==> config.mk <==
export PLATFORM = sky130hd
export DESIGN_NAME = markov_generator
export DESIGN_NICKNAME = d
export VERILOG_FILES = /design/src/rtl/markov_pkg.sv /design/src/rtl/markov_lfsr16.sv /design/src/rtl/markov_generator.sv
export SDC_FILE = /design/constraint.sdc
export NUM_CORES = 1
export LEC_CHECK = 0
export ABC_AREA = 1
export BUFFER_PORTS_ARGS = -buffer_cell sky130_fd_sc_hd__buf_4
export CAP_MARGIN = 25
export CELL_PAD_IN_SITES_DETAIL_PLACEMENT = 1
export CELL_PAD_IN_SITES_GLOBAL_PLACEMENT = 1
export CORE_ASPECT_RATIO = 1.2
export CORE_MARGIN = 3
export CORE_UTILIZATION = 35
export DETAILED_ROUTE_END_ITERATION = 16
export GPL_TIMING_DRIVEN = 1
export PLACE_DENSITY_LB_ADDON = 0.05
export REMOVE_ABC_BUFFERS = 1
export SLEW_MARGIN = 20
export SYNTH_ARGS = -nofsm -noshare
export SYNTH_HDL_FRONTEND = slang
export SYNTH_SLANG_ARGS = --single-unit
==> constraint.sdc <==
create_clock -name clk -period 13.3 [get_ports clk]
set_input_delay 0 -clock clk [delete_from_list [all_inputs] [get_ports clk]]
set_output_delay 0 -clock clk [all_outputs]
set_load 0.03 [all_outputs]
==> src/rtl/markov_pkg.sv <==
// Shared Markov definitions: generator state encoding, LFSR constants and default widths
// common to the learner and the generator.
package markov_pkg;

   localparam int SYM_W_DEF = 8;
   localparam int CNT_W_DEF = 8;
   localparam int DEPTH_DEF = 16;

   localparam logic [15:0] LFSR_TAPS    = 16'hB400;
   localparam logic [15:0] LFSR_DEFAULT = 16'hACE1;

   typedef enum logic [2:0] {
      IDLE,
      SUM,
      DRAW,
      SELECT,
      FINISH
   } gen_state_e;

   function automatic logic [15:0] lfsr_step(input logic [15:0] v);
      return (v >> 1) ^ (v[0] ? LFSR_TAPS : 16'h0000);
   endfunction

endpackage

==> src/rtl/markov_lfsr16.sv <==
// 16-bit Galois LFSR; a zero seed falls back to the default so the register never locks up.
module markov_lfsr16
   import markov_pkg::*;
(
   input  logic        clk,
   input  logic        reset,
   input  logic        load,
   input  logic [15:0] seed,
   input  logic        advance,
   output logic [15:0] value
);

   always_ff @(posedge clk or negedge reset) begin
      if (!reset) begin
         value <= LFSR_DEFAULT;
      end else if (load) begin
         value <= (seed == 16'h0000) ? LFSR_DEFAULT : seed;
      end else if (advance) begin
         value <= lfsr_step(value);
      end
   end

endmodule

==> src/rtl/markov_generator.sv <==
// Draws the next symbol from a transition table, weighting each matching entry by its count.
// One scan sums the matching counts, a second scan walks the cumulative sum to the random target.
module markov_generator
   import markov_pkg::*;
#(
   parameter int SYM_W = SYM_W_DEF,
   parameter int CNT_W = CNT_W_DEF,
   parameter int DEPTH = DEPTH_DEF,
   parameter int IDX_W = 4
) (
   input  logic             clk,
   input  logic             reset,
   input  logic             tbl_wr_en,
   input  logic [IDX_W-1:0] tbl_wr_idx,
   input  logic [SYM_W-1:0] tbl_wr_prev,
   input  logic [SYM_W-1:0] tbl_wr_next,
   input  logic [CNT_W-1:0] tbl_wr_count,
   input  logic [IDX_W:0]   tbl_size,
   input  logic             seed_load,
   input  logic [15:0]      seed,
   input  logic             start,
   input  logic [SYM_W-1:0] cur_sym,
   output logic             busy,
   output logic             out_valid,
   output logic [SYM_W-1:0] out_sym,
   output logic             no_match
);

   localparam int TOT_W = CNT_W + IDX_W;

   gen_state_e       state;
   logic [SYM_W-1:0] tbl_prev [DEPTH];
   logic [SYM_W-1:0] tbl_next [DEPTH];
   logic [CNT_W-1:0] tbl_cnt  [DEPTH];

   logic [SYM_W-1:0] sym_q;
   logic [SYM_W-1:0] res_sym;
   logic [IDX_W:0]   n_q;
   logic [IDX_W-1:0] idx;
   logic [TOT_W-1:0] total;
   logic [TOT_W-1:0] acc;
   logic [TOT_W-1:0] target;
   logic             miss;

   logic [15:0]       lfsr_value;
   logic [IDX_W:0]    size_clamped;
   logic              entry_match;
   logic              last_idx;
   logic [TOT_W-1:0]  entry_cnt;
   logic [TOT_W-1:0]  acc_next;
   logic [TOT_W+15:0] product;

   assign size_clamped = (tbl_size > (IDX_W+1)'(DEPTH)) ? (IDX_W+1)'(DEPTH) : tbl_size;
   assign entry_match  = (tbl_prev[idx] == sym_q);
   assign last_idx     = ({1'b0, idx} == (n_q - 1'b1));
   assign entry_cnt    = entry_match ? TOT_W'(tbl_cnt[idx]) : '0;
   assign acc_next     = acc + entry_cnt;
   assign product      = (TOT_W+16)'(lfsr_value) * (TOT_W+16)'(total);

   markov_lfsr16 u_lfsr (
      .clk     (clk),
      .reset   (reset),
      .load    (seed_load && (state == IDLE)),
      .seed    (seed),
      .advance ((state == FINISH) && !miss),
      .value   (lfsr_value)
   );

   // The table is only writable while idle so a draw always scans a stable snapshot.
   always_ff @(posedge clk or negedge reset) begin
      if (!reset) begin
         for (int i = 0; i < DEPTH; i++) begin
            tbl_prev[i] <= '0;
            tbl_next[i] <= '0;
            tbl_cnt[i]  <= '0;
         end
      end else if (tbl_wr_en && (state == IDLE)) begin
         tbl_prev[tbl_wr_idx] <= tbl_wr_prev;
         tbl_next[tbl_wr_idx] <= tbl_wr_next;
         tbl_cnt[tbl_wr_idx]  <= tbl_wr_count;
      end
   end

   always_ff @(posedge clk or negedge reset) begin
      if (!reset) begin
         state     <= IDLE;
         busy      <= 1'b0;
         out_valid <= 1'b0;
         out_sym   <= '0;
         no_match  <= 1'b0;
         sym_q     <= '0;
         res_sym   <= '0;
         n_q       <= '0;
         idx       <= '0;
         total     <= '0;
         acc       <= '0;
         target    <= '0;
         miss      <= 1'b0;
      end else begin
         out_valid <= 1'b0;
         case (state)
            IDLE: begin
               if (start) begin
                  sym_q <= cur_sym;
                  n_q   <= size_clamped;
                  idx   <= '0;
                  total <= '0;
                  state <= (size_clamped != '0) ? SUM : DRAW;
               end
            end
            SUM: begin
               busy  <= 1'b1;
               total <= total + entry_cnt;
               idx   <= idx + 1'b1;
               if (last_idx) begin
                  state <= DRAW;
               end
            end
            DRAW: begin
               busy <= 1'b1;
               if (total == '0) begin
                  miss  <= 1'b1;
                  state <= FINISH;
               end else begin
                  miss   <= 1'b0;
                  target <= product[TOT_W+15:16];
                  acc    <= '0;
                  idx    <= '0;
                  state  <= SELECT;
               end
            end
            // Zero-count entries never push acc past target, so they cannot be picked.
            SELECT: begin
               busy <= 1'b1;
               acc  <= acc_next;
               idx  <= idx + 1'b1;
               if (entry_match && (acc_next > target)) begin
                  res_sym <= tbl_next[idx];
                  state   <= FINISH;
               end else if (last_idx) begin
                  miss  <= 1'b1;
                  state <= FINISH;
               end
            end
            FINISH: begin
               busy      <= 1'b0;
               out_valid <= 1'b1;
               out_sym   <= miss ? '0 : res_sym;
               no_match  <= miss;
               state     <= IDLE;
            end
            default: begin
               state <= IDLE;
            end
         endcase
      end
   end

endmodule

[After elaboration in Yosys (flattened, before gate mapping)]
Cells that the tools add are included.
Storage, ports and cells
  logic and storage cells: 154
  output and inout bits: 11
  bits in registers: 476
Operators by class
  $add $sub $neg: 4
  multipliers: 1
  $lt $le $gt $ge: 5
  equal/unequal tests: 12
  multiplexer cells: 41
  reductions and logical operators: 25
  bitwise operators: 4
Operator list (number)
  $bwmux W128: 3
  $bmux W8 S4: 3
  $mux W8: 9
  $mux W16: 4
  $pmux W12 S2: 2
  $demux W8 S4: 1
  $mul A16 B12 Y28: 1
  $add A12 B8 Y12: 2
  $mux W12: 2
  $logic_not A16 Y1: 1
  $xor A15 B16 Y16: 1
  $mux W3: 5
  $gt A12 B12 Y1: 1
  $logic_not A12 Y1: 1
  $pmux W3 S4: 1
  $pmux W4 S3: 1
  $ge A5 B5 Y1 const B: 2
  $ne A2 B2 Y1 const B: 5
  $not A4 Y5: 2
  $reduce_and A2 Y1: 5
  $reduce_and A3 Y1: 3
  $eq A8 B8 Y1: 1
  $mux W4: 2
  $reduce_bool A2 Y1: 4
  21 further kinds: 30

[Depth between registers and ports, before layout]
  depth after elaboration: 11
  gate-level depth with buffers: 39
  mapped depth without buffers: 37

[Hierarchy]
A second synthesis with hierarchy kept.
Second synthesis, totals
  cell total of the unflattened synthesis: 3718
  area total of the unflattened synthesis: 29179.2 µm²
By module, submodules not included
  markov_generator: instances 1, sequential area each 11511.0 µm², cells each 3591, area each 28250.8 µm²
  markov_lfsr16: instances 1, sequential area each 410.4 µm², cells each 127, area each 928.4 µm²

[Worst setup path before layout]
No wires, ideal clock.
  path type: reg-to-reg
  start point: register u_lfsr.value[7]
  end point: register target[2]
  setup slack: 8.082 ns
  cell stages (with the launch flop): 22
  clock period less this slack: 5.218 ns
  data required time: 13.168 ns
  arrival: 5.086 ns
  buffers on the path: 1
  path through: dfstp_2 clkbuf_1 nand2_1 fa_1 inv_1 fa_1 inv_1 fa_1 inv_1 fa_1 fa_1 ha_1 a21oi_1 o21a_1 a21bo_2 a21oi_1 o21ai_0 nand2_1 nand2_1 or2_2 nand3_1 o21ai_0
Between the ends
  longest elaborated chain between the ends: 1
Ends and longest elaborated chain
  from (decl): line markov_lfsr16.sv:10  | output logic [15:0] value
  from (signal assigned): line markov_lfsr16.sv:17  | value <= (seed == 16'h0000) ? LFSR_DEFAULT : seed;
  from (signal assigned): line markov_lfsr16.sv:19  | value <= lfsr_step(value);
  $mul A16 B12 Y28: line markov_generator.sv:58  | assign product = (TOT_W+16)'(lfsr_value) * (TOT_W+16)'(total);
  to (signal assigned): line markov_generator.sv:126  | target <= product[TOT_W+15:16];
  to (decl): line markov_generator.sv:42  | logic [TOT_W-1:0] target;
Every way passes these cells.
A chain may end at the register's enable or synchronous reset.

[Final worst setup path]
  start point: register idx[0]
  end point: register state[1]
Between the ends
  longest elaborated chain between the ends: 11
Ends and longest elaborated chain
  from (decl): line markov_generator.sv:39  | logic [IDX_W-1:0] idx;
  from (signal assigned): line markov_generator.sv:114  | idx <= idx + 1'b1;
  from (signal assigned): line markov_generator.sv:136  | idx <= idx + 1'b1;
  $not A4 Y5 (not written as such): line markov_generator.sv:54, markov_generator.sv:56
  $bmux W8 S4: line markov_generator.sv:54  | assign entry_match = (tbl_prev[idx] == sym_q);
  $mux W8 (not written as such) (2 in a row): line markov_generator.sv:54
  $eq A8 B8 Y1: line markov_generator.sv:54
  $mux W8: line markov_generator.sv:56  | assign entry_cnt = entry_match ? TOT_W'(tbl_cnt[idx]) : '0;
  $add A12 B8 Y12: line markov_generator.sv:57  | assign acc_next = acc + entry_cnt;
  $gt A12 B12 Y1: line markov_generator.sv:137  | if (entry_match && (acc_next > target)) begin
  $logic_and A1 B1 Y1: line markov_generator.sv:137
  $mux W3 / $ne A3 B3 Y1 (equally long branches)
  $pmux W3 S4 / $reduce_and A3 Y1 (equally long branches)
  to (signal assigned): line markov_generator.sv:108  | state <= (size_clamped != '0) ? SUM : DRAW;
  to (decl): line markov_generator.sv:31  | gen_state_e state;
Several ways; a longest one is shown, not always the timed one. The select of a mux whose other input is x is not followed.

==> flow_metrics.tcl <==
set metrics [dict create \
    crit_arrival_ns 7.61 \
    reg2reg_depth 36 \
    status "finished with violations" \
    area_delta_synth_final_pct 14.0 \
    maxSlewViolCount 0 \
    die_w_um 269 \
    numCtsBuffers 56 \
    ctsResizeCount 0 \
    worst-path-max-fanout 69 \
    drt_wl_total_mm 100 \
    grt_pass1_vias 27200 \
    remaining_drc_errors 0 \
    hold_ws_ns -0.00392 \
    hpwl_mm 66.2 \
    synth.avg_cell_area_um2 7.88 \
    ioPinCount 73 \
    p_leak_nw 16.1 \
    htree_levels 2 \
    nFillCells 9857 \
    violations "hold timing" \
    synth_flop_cell "dfrtp_1" \
    critPathBufInv 6 \
    final_cell_mix "929 x nand2_1, 534 x o21ai_0, 515 x inv_1" \
    synth_async_sr_flop_share_pct 100 \
    cts_tree "built" \
    post-route-util_pct 40.3 \
    critPathTopFamily "simple AND/OR/NAND/NOR gates" \
    layout_commonest_cell "nand2_1" \
    postCtsSetupBuffers 0 \
    crit_slowest_cell "buf_4" \
    synth_top_area_cell "dfrtp_1" \
    max_stage_delay_ns 0.75 \
    core_area_um2 82000 \
    synth_edf_count 0 \
    clock.fmax_ghz 0.142 \
    reg2reg_slack_ns 6.24 \
    clock_latency_ns 0.64 \
    cts-root-buf "clkbuf_16" \
    synth_seq_cells 476 \
    netlist_instances 3684 \
    fp-row-count 115 \
    synthTopCellsByArea "dfrtp_1 40%, nand2_1 12%, fa_1 9.7%" \
    num_vias 24900 \
    setup_viol 0 \
    fin_nets 3994 \
    timing.max_cap.violations 0 \
    crit_type "reg -> reg" \
    crit_cells 36 \
    dr.pass1.iters 7 \
    clock_path_buffers 3 \
    grt_pass1_wl_mm 159 \
    drive_gt1_share_pct 7.23 \
    power_mw 3.19 \
    cp_common_cell "nand2_1" \
    grt_overflow 0 \
    avgRoutedWirePerCell_um 20.9 \
    crit_required_ns 13.85 \
    seq_power_share_pct 45.4 \
    worst_slack_ns 6.24 \
    syn-cell-area_um2 29000 \
    clkTransAtPathRegs_ns 0.06 \
    initial_core_util_pct 35.4 \
    vias_per_cell 5.19 \
    power.switching_uw 723 \
    worst_setup_path_start_kind "flip-flop" \
    pre_cts_slack_ns 5.71 \
    switching_share_pct 22.7 \
    worst_pin_slew_ns 1.06 \
    power.density_nw_per_um2 96.4 \
    share_comb_of_total_power_pct 2.8 \
    slew_headroom_pct 29.2 \
    ys_warn_count 0 \
    hold_viol 1 \
    ys_seq_area_share_pct 41.1 \
    fin_crit_ns 7.06 \
    p_int_mw 2.47 \
    drt_iter0_markers 1398 \
    yosysUniqueCellTypes 58 \
    tns_ns 0 \
    detail-route-antenna-nets 0 \
    cp-end-kind "flip-flop" \
    irDropWorstVdd_mv 0.113 \
    grt_max_degree 158 \
    cts_sinks 476 \
    fin_crit_sh_pct 53.1 \
    hold_class "in -> async" \
    dieArea_um2 86400 \
    place_congestion 0.862 \
    port_buffers 72 \
    grt.total_usage_pct 23.7 \
    die_h_um 321 \
    rsz0062_at_grt "no" \
    pwr-share-clk_pct 51.8 \
    fin_skew_ns 0.0212 \
    antenna_found_initial 3 \
    synth_top_area_share_pct 40.4 \
]
## flip-flops by register name, summed over array words and instances, names as in the netlist
| register | count |
|---|---|
| acc | 12 |
| busy | 1 |
| idx | 4 |
| miss | 1 |
| n_q | 5 |
| no_match | 1 |
| out_sym | 8 |
| out_valid | 1 |
| res_sym | 8 |
| state | 3 |
| sym_q | 8 |
| target | 12 |
| tbl_cnt | 128 |
| tbl_next | 128 |
| tbl_prev | 128 |
| total | 12 |
| u_lfsr.value | 16 |
## power groups by stage
stage          sequential (mW)  clock [mW]  combinational, mW
2_1_floorplan             1.48           0            0.00900
3_3_place_gp              1.47           0             0.0744
3_5_place_dp              1.47           0             0.0765
4_1_cts                   1.45        1.70             0.0911
5_1_grt                   1.45        1.76             0.0989
6_report                  1.45        1.65             0.0881
## cell usage after synthesis (4+ instances only)
master    number
nand2_1      937
a311oi_1       8
o211ai_1      29
o211a_1        4
xor2_1         9
fa_1         141
dfstp_2        8
o22ai_1       12
nor4_1        11
nand3b_1       5
a32o_1         6
or2_2          4
inv_1        516
a21oi_1      199
o21ai_1       12
ha_1          90
nand3_1      197
o21ai_0      534
nor2_1       169
buf_6          9
buf_1         22
nand2_2        5
buf_2         19
nand4_1       13
nor3_1        13
clkbuf_1     173
a22oi_1        4
dfrtp_1      468
or2_0          8
xnor2_1        8
nand3_2        5
## cells by family after synthesis
logic type                 Yosys count  synth area share (%)
buffers and inverters              747                  10.0
adders and majority gates          231                  13.6
and+or+nand+nor                   1377                  19.4
AOI/OAI and AO/OA                  835                  15.4
DFF                                476                  41.1
xor gates and xnor gates            18                 0.569
## layout make-up
class / instances / area (um2) / area share, %
inverter: 522 / 1960 / 5.94
tap: 1053 / 1320 / 3.98
multi-input combinational: 2461 / 14300 / 43.2
sequential: 476 / 11900 / 36.1
clock buffer: 84 / 1650 / 4.98
timing repair buffer: 184 / 1610 / 4.88
antenna: 3 / 7.51 / 0.0227
clock inverter: 22 / 325 / 0.983
## timing repair
| action | 4_1_cts | 5_1_grt |
|---|---|---|
| hold buffers | 66 | 0 |
| setup endpoints to repair | 0 | 0 |
| hold endpoints to repair | 505 | 0 |
## path summary, 6_finish.rpt
check	startpoint	endpoint
min in group clk	tbl_wr_idx[2]	tbl_next[116]$_DFFE_PN0P_
min reg2reg	tbl_prev[36]$_DFFE_PN0P_	tbl_prev[36]$_DFFE_PN0P_
max	idx[0]$_DFFE_PN0P_	state[1]$_DFFE_PN0P_
max reg2reg	idx[0]$_DFFE_PN0P_	state[1]$_DFFE_PN0P_
max in group asynchronous	reset	tbl_cnt[7]$_DFFE_PN0P_
min	reset	u_lfsr.value[1]$_DFFE_PN0P_
## metal layers
layer	wire length (um)	vias up	part of all wire, %	track usage, %
met5	0	-	0	0
met4	2000	0	2.0	5.08
met3	2460	113	2.4	2.12
met2	50700	292	50	42.5
met1	45300	12800	45	31.1
li1	-	11700	-	-
## through the flow
stage	cell area, um2	instances
3_3_place_gp	30400	4627
4_1_cts	33000	4800
5_1_grt	33100	4803
2_1_floorplan	28100	3459
3_5_place_dp	30400	4628
6_report	33100	4805
No activity file was read; power rests on OpenSTA's default activity.
